File: src/rtl/color_sense_ctrl.sv
// Colour-sensor frame controller: walks the filter through red, green, blue, clear,
// counts sensor edges in a fixed gate window per channel and publishes whole frames only.
module color_sense_ctrl #(
  parameter int GATE_CYCLES   = 50000,
  parameter int SETTLE_CYCLES = 64,
  parameter int CNT_W         = 16
) (
  input  logic             clk,
  input  logic             reset,
  input  logic             start,
  input  logic             in_sq,
  output logic [1:0]       s_ctrl,
  output logic             get_it,
  output logic             busy,
  output logic [CNT_W-1:0] red,
  output logic [CNT_W-1:0] green,
  output logic [CNT_W-1:0] blue,
  output logic [CNT_W-1:0] clear,
  output logic             sat
);

  localparam int TMR_MAX = (GATE_CYCLES > SETTLE_CYCLES) ? GATE_CYCLES : SETTLE_CYCLES;
  localparam int TMR_W   = $clog2(TMR_MAX + 1);
  localparam logic [TMR_W-1:0] SETTLE_LAST = TMR_W'(SETTLE_CYCLES - 1);
  localparam logic [TMR_W-1:0] GATE_LAST   = TMR_W'(GATE_CYCLES - 1);
  localparam logic [CNT_W-1:0] CNT_MAX     = '1;

  typedef enum logic [2:0] {IDLE, SETTLE, GATE, STORE, DONE} state_t;

  // Channel index 0..3 is frame order red, green, blue, clear.
  function automatic logic [1:0] filter_sel(input logic [1:0] ch);
    case (ch)
      2'd0:    filter_sel = 2'b00;
      2'd1:    filter_sel = 2'b11;
      2'd2:    filter_sel = 2'b01;
      default: filter_sel = 2'b10;
    endcase
  endfunction

  state_t                  state_q, state_d;
  logic [TMR_W-1:0]        tmr_q, tmr_d;
  logic [1:0]              ch_q, ch_d;
  logic [CNT_W-1:0]        cnt_q, cnt_d;
  logic                    fsat_q, fsat_d;
  logic [2:0][CNT_W-1:0]   sh_q, sh_d;
  logic [1:0]              sel_q, sel_d;
  logic [CNT_W-1:0]        red_q, red_d, green_q, green_d, blue_q, blue_d, clear_q, clear_d;
  logic                    sat_q, sat_d;
  logic [2:0]              sync_q;
  logic                    edge_q;

  always_comb begin
    // NOTE: every next-state signal takes its held value first so no path infers a latch.
    state_d = state_q;
    tmr_d   = tmr_q;
    ch_d    = ch_q;
    cnt_d   = cnt_q;
    fsat_d  = fsat_q;
    sh_d    = sh_q;
    sel_d   = sel_q;
    red_d   = red_q;
    green_d = green_q;
    blue_d  = blue_q;
    clear_d = clear_q;
    sat_d   = sat_q;
    unique case (state_q)
      IDLE: begin
        if (start) begin
          state_d = SETTLE;
          tmr_d   = '0;
          ch_d    = 2'd0;
          sel_d   = filter_sel(2'd0);
          cnt_d   = '0;
          fsat_d  = 1'b0;
        end
      end
      SETTLE: begin
        if (tmr_q == SETTLE_LAST) begin
          state_d = GATE;
          tmr_d   = '0;
        end else begin
          tmr_d = tmr_q + 1'b1;
        end
      end
      GATE: begin
        // An edge arriving at full scale is the one that marks the frame saturated.
        if (edge_q) begin
          if (cnt_q == CNT_MAX) fsat_d = 1'b1;
          else                  cnt_d  = cnt_q + 1'b1;
        end
        if (tmr_q == GATE_LAST) begin
          state_d = STORE;
          tmr_d   = '0;
        end else begin
          tmr_d = tmr_q + 1'b1;
        end
      end
      STORE: begin
        cnt_d = '0;
        case (ch_q)
          2'd0: sh_d[0] = cnt_q;
          2'd1: sh_d[1] = cnt_q;
          2'd2: sh_d[2] = cnt_q;
          default: ;
        endcase
        if (ch_q == 2'd3) begin
          // Publish on entry to DONE so the new frame is visible together with get_it.
          state_d = DONE;
          red_d   = sh_q[0];
          green_d = sh_q[1];
          blue_d  = sh_q[2];
          clear_d = cnt_q;
          sat_d   = fsat_q;
        end else begin
          state_d = SETTLE;
          ch_d    = ch_q + 2'd1;
          sel_d   = filter_sel(ch_q + 2'd1);
        end
      end
      DONE:    state_d = IDLE;
      default: state_d = IDLE;
    endcase
  end

  // NOTE: sequential state uses non-blocking assignments so every flop samples pre-edge values.
  always_ff @(posedge clk) begin
    if (reset) begin
      state_q <= IDLE;
      tmr_q   <= '0;
      ch_q    <= 2'd0;
      cnt_q   <= '0;
      fsat_q  <= 1'b0;
      // NOTE: the shadow bank is reset too, so an aborted frame leaves nothing stale behind.
      sh_q    <= '0;
      sel_q   <= 2'b00;
      red_q   <= '0;
      green_q <= '0;
      blue_q  <= '0;
      clear_q <= '0;
      sat_q   <= 1'b0;
      sync_q  <= 3'b000;
      edge_q  <= 1'b0;
    end else begin
      state_q <= state_d;
      tmr_q   <= tmr_d;
      ch_q    <= ch_d;
      cnt_q   <= cnt_d;
      fsat_q  <= fsat_d;
      sh_q    <= sh_d;
      sel_q   <= sel_d;
      red_q   <= red_d;
      green_q <= green_d;
      blue_q  <= blue_d;
      clear_q <= clear_d;
      sat_q   <= sat_d;
      sync_q  <= {sync_q[1:0], in_sq};
      edge_q  <= sync_q[1] & ~sync_q[2];
    end
  end

  assign s_ctrl = sel_q;
  assign get_it = (state_q == DONE);
  assign busy   = (state_q != IDLE);
  assign red    = red_q;
  assign green  = green_q;
  assign blue   = blue_q;
  assign clear  = clear_q;
  assign sat    = sat_q;

endmodule
File: config.mk
export PLATFORM = sky130hd
export DESIGN_NAME = color_sense_ctrl
export DESIGN_NICKNAME = d
export VERILOG_FILES = /design/src/rtl/color_sense_ctrl.sv
export SDC_FILE = /design/constraint.sdc
export NUM_CORES = 1
export LEC_CHECK = 0
export BUFFER_PORTS_ARGS = -buffer_cell sky130_fd_sc_hd__buf_2
export CELL_PAD_IN_SITES_DETAIL_PLACEMENT = 1
export CELL_PAD_IN_SITES_GLOBAL_PLACEMENT = 1
export CORE_AREA = 8 8 120 133
export CTS_CLUSTER_SIZE = 40
export DETAILED_ROUTE_END_ITERATION = 12
export DIE_AREA = 0 0 128 141
export GPL_TIMING_DRIVEN = 0
export HOLD_SLACK_MARGIN = 0.12
export PLACE_DENSITY = 0.81
export SYNTH_ARGS = -nofsm -noshare
export SYNTH_HDL_FRONTEND = slang
export SYNTH_SLANG_ARGS = --single-unit
File: constraint.sdc
create_clock -name clk -period 2.9 [get_ports clk]
set_input_delay 0.29 -clock clk [delete_from_list [all_inputs] [get_ports clk]]
set_output_delay 0.29 -clock clk [all_outputs]
set_load 0.1 [all_outputs]
## Yosys cells after proc, flatten, opt, wreduce, memory -nomap -nowiden

Index checks and enable logic that the tools add are counted.

- Flip-flop bits (word level): 157
- Bits of input ports: 4
- Output and inout bits: 69

- Add/subtract/negate cells: 3
- Equality and inequality tests: 19
- Mux-type cells: 22
- Bitwise operators: 2
- Reduce and logical (&&, ||, !) cells: 17

Operators by type and width:

| kind | number |
|---|---|
| case mux 16 bit (3 select lines) | 2 |
| 2-to-1 mux 16 bit | 5 |
| adder 16 x 1 -> 16 bit (second input constant) | 2 |
| equality test 16 bit (second input constant) | 2 |
| equality test 16 x 6 -> 1 bit (second input constant) | 1 |
| inequality test 2 bit (second input constant) | 7 |
| 2-to-1 mux 3 bit | 4 |
| case mux 3 bit (4 select lines) | 1 |
| AND reduction 2 bit | 5 |
| nonzero test 3 bit | 3 |
| case mux 2 bit (2 select lines) | 2 |
| AND reduction 4 bit | 2 |
| equality test 2 bit (second input constant) | 3 |
| equality test 3 x 2 -> 1 bit (second input constant) | 2 |
| 2-to-1 mux 2 bit | 3 |
| case mux 2 bit (3 select lines) | 1 |
| AND reduction 3 bit | 2 |
| equality test 2 x 1 -> 1 bit (second input constant) | 2 |
| logical NOT 2 bit | 2 |
| nonzero test 2 bit | 2 |
| equality test 3 x 1 -> 1 bit (second input constant) | 1 |
| equality test 3 bit (second input constant) | 1 |
| logical NOT 3 bit | 1 |
| 2-to-1 mux 1 bit | 3 |
| 4 further kinds | 4 |

## Longest topological paths before layout

- Depth after elaboration: 5
- Gate-level depth with buffers: 7

## Least setup slack after synthesis

OpenSTA, ideal clock, no wires.

- Kind: reg-to-output
- From: reg state_q[2]
- To: out get_it
- Arrival time: 2838 ps
- Slack: -228 ps
- Cell stages (with the launch flop): 3
- Path buffers: 1
- Cells stage by stage: dfxtp_1 clkbuf_1 nor3b_1

- Word-level cells in the longest chain between the ends: 1

RTL lines:

| item | line | RTL |
|---|---|---|
| from (decl) | 40 | `state_t state_q, state_d;` |
| from (signal assigned) | 144 | `state_q <= state_d;` |
| equality test 3 bit | 162 | `assign get_it = (state_q == DONE);` |
| to (decl) | 13 | `output logic get_it,` |

Every way passes these cells.

## Worst setup path after layout

- From: reg state_q[0]
- To: reg blue_q[5], in the netlist blue[5]

- Word-level cells in the longest chain between the ends: 2

RTL lines:

| item | line | RTL |
|---|---|---|
| equality test 3 x 2 -> 1 bit | 66 | `unique case (state_q)` |
| AND reduction 2 bit (no source line) | - |  |
| to (signal assigned) | 153 | `blue_q <= blue_d;` |
| to (decl) | 47 | `logic [CNT_W-1:0] red_q, red_d, green_q, green_d, blue_q, blue_d, clear_q, clear_d;` |

Every way passes these cells.
A chain may end at the register's enable or synchronous reset.

==> results.yml <==
cts:
  h-tree-depth: 4
  clk_latency_ns: 0.43
  cts_sinks: 156
  numCtsBuffers: 17
  cts_buffer_depth: 2
  cts_resized: 0
  cts-root-buf: "clkbuf_16"
  tritoncts: "built"
  clk_pin_slew_worst_paths_ns: 0.06
logic_synthesis:
  synth_cell_types: 50
  synthArstFlopShare: 0
  ys_ff_latch: 156
  synth_area_um2: 6130
  synth_flop_cell: "dfxtp_1"
  synthCells: 767
  yosysSeqAreaShare: 0.509
  syn_avg_cell_area_um2: 7.99
  yosys.area_share.simple: 0.245
  synth_fp_nets: 777
  synth_mux_area_frac: 0.00163
  synth_top_family_by_area: "simple AND/OR/NAND/NOR gates"
  synth_edf_count: 0
  synth_compound_area_frac: 0.164
  synth_fa_ha_area_frac: 0.0122
  yosysWarnings: 0
  synth_xor_area_frac: 0.0257
routing:
  wl_um: 19500
  routedWlPerCell_um: 18.4
  drc: 0
  num_vias: 5749
  avgViaCountPerCell: 5.43
  drt_iter0_markers: 290
  ant_nets: 0
  drtPass1Iterations: 4
setup_path:
  crit_arrival_ns: 2.79
  rrSetupSlack_ns: 0.48
  critical_path_peak_fanout: 10
  r2r_end: "blue[5]"
  regToRegStartpoint: "state_q[0]"
  end_kind: "flip-flop"
  start_kind: "flip-flop"
  cp.required_ns: 3.26
  worstSetupPathType: "reg -> reg"
  r2r_cells: 7
sta:
  period_share: 0.836
  fin_setup_tns_ns: 0
  drv_slew: 0
  period_needed_ns: 2.42
  rsz0062_at_grt: "false"
  setup_viol: 0
  report.final.hold_viol_count: 0
  fin_skew_ns: 0.00630
  worst_pin_slew_ns: 1.11
  max_slew_margin: 0.255
  clock.fmax_mhz: 413
layout:
  multi_input_area_um2: 2760
  n_fill_cell: 1743
  regArea_um2: 3120
  postLayoutCoreUtil: 0.543
  drive_gt1_frac: 0.131
  area_growth_pct: 20.6
  num-nets-final: 868
  n_antenna_cell: 0
global_routing:
  grt_usage: 0.221
  grt_pass1_vias: 6079
  grt_max_degree: 17
  grt-ovfl-total: 0
  antenna_found_initial: 0
  grt_pass1_wl_um: 31300
power:
  ir_drop_mv: 0.286
  power.leakage_uw: 0.00268
  power_per_cell_area_nw_per_um2: 688
worst_hold_path:
  hold_path_end: "fsat_q"
  worstHoldStart: "start"
  min_delay_path_depth: 4
  min_path_type: "in -> reg"
status:
  outcome: "finished clean"
die:
  rows: 45
  ios: 73
  core_area_um2: 13600
  start_util: 0.450
  die_area_um2: 18000
  die_h_um: 141
  die_w_um: 128
job:
  max_cap_viol_count: 0
placed_design:
  dp_hpwl_um: 13500
  portBuffers: 71
  gp_congestion: 0.846
==> critical path, stage by stage, from the launching register on <==
cell and delay, ns:
dfxtp_1 0.39, and3b_1 0.17, clkbuf_1 0.29, and2_1 0.22, clkbuf_1 0.56, clkbuf_1 0.44
nand2_1 0.15, a21oi_1 0.14
==> timing repair <==
item	4_1_cts	5_1_grt
hold buffers	1	0
setup buffers	0	0
endpoints found under the hold margin	1	0
==> flip-flops by register name, indices dropped and copies added, names as in the netlist <==
register	count
tmr_q	16
ch_q	2
sync_q	3
red	16
sh_q	48
sat	1
fsat_q	1
blue	16
green	16
edge_q	1
state_q	3
clear	16
cnt_q	16
s_ctrl	1
==> final cells by class <==
class                   instances  area share
plain buffers                  60      0.0321
clock buffers                  23      0.0646
clock inverters                 9      0.0245
inverters                       5     0.00254
multi-input cells             546       0.373
flip-flops and latches        156       0.422
well taps                     188      0.0318
repair buffers                 72      0.0494
==> cells in the mapped netlist (2+ instances only) <==
cell type	instances	area, um^2
nand2_1	251	942
dfxtp_1	156	3120
a21oi_1	129	646
clkbuf_1	48	180
nor2_1	18	67.6
a211oi_1	11	82.6
nand3_1	10	50.1
xor2_1	10	87.6
o21ai_1	9	45.0
or3_1	9	56.3
xnor2_1	8	70.1
and2_1	7	43.8
and3_1	7	43.8
and4_1	7	61.3
nor2b_1	7	43.8
o211ai_1	7	52.6
ha_1	6	75.1
buf_2	5	25.0
inv_1	5	18.8
nand4_1	5	31.3
nor3_1	5	25.0
buf_1	4	15.0
or4_1	4	30.0
nor4_1	3	18.8
o22ai_1	3	18.8
or3b_1	3	26.3
a21o_1	2	15.0
a31oi_1	2	12.5
clkbuf_2	2	10.0
nand2b_1	2	12.5
nand3b_1	2	15.0
o21a_1	2	15.0
==> logic make-up after synthesis <==
group | Yosys count
compound gates | 177
xor+xnor | 18
fa+ha+maj | 6
buf+inv | 65
flops | 156
mux | 1
simple gates | 344
==> power breakdown <==
group | total [uW] | internal, uW | switching, uW | leakage, uW
combinational | 405 | 97.2 | 308 | 0.00111
sequential | 2180 | 2160 | 20.7 | 0.00126
clock | 2500 | 1600 | 901 | 0.000322
==> worst max path at each step <==
stage               start       end  cells after the start
6_report       state_q[0]   blue[5]                      7
2_1_floorplan  state_q[2]    get_it                      2
4_1_cts        state_q[0]   red[14]                      7
5_1_grt          cnt_q[4]  cnt_q[3]                      7
3_3_place_gp   state_q[0]   red[14]                      7
3_5_place_dp   state_q[0]   blue[5]                      7
==> layout by cell type (no fill, tap or decap), drive strengths merged, types with 10 or more instances in the layout <==
master / count
a211oi: 12
a21oi: 130
buf: 81
clkbuf: 73
dfxtp: 156
nand2: 251
nand3: 10
nor2: 18
o21ai: 11
xor2: 10
==> layer usage <==
metal | wire length (um) | GRT usage
met3 | 1110 | 0.0592
met1 | 7960 | 0.244
met5 | 0 | 0
met2 | 9920 | 0.389
met4 | 519 | 0.0952
==> through the flow <==
| step | instances | area [um^2] | setup WS, ns | total power (uW) | hold slack, ns |
|---|---|---|---|---|---|
| floorplan | 767 | 6140 | 0.754 | 2520 | 0.367 |
| global placement | 1026 | 6730 | 0.660 | 2610 | 0.380 |
| detailed placement | 1026 | 6730 | 0.501 | 2630 | 0.392 |
| CTS | 1059 | 7400 | 0.509 | 5110 | 0.271 |
| global route | 1059 | 7400 | 0.282 | 5230 | 0.296 |
| finish | 1059 | 7400 | 0.476 | 5090 | 0.291 |
(Power assumes the default switching activity.)
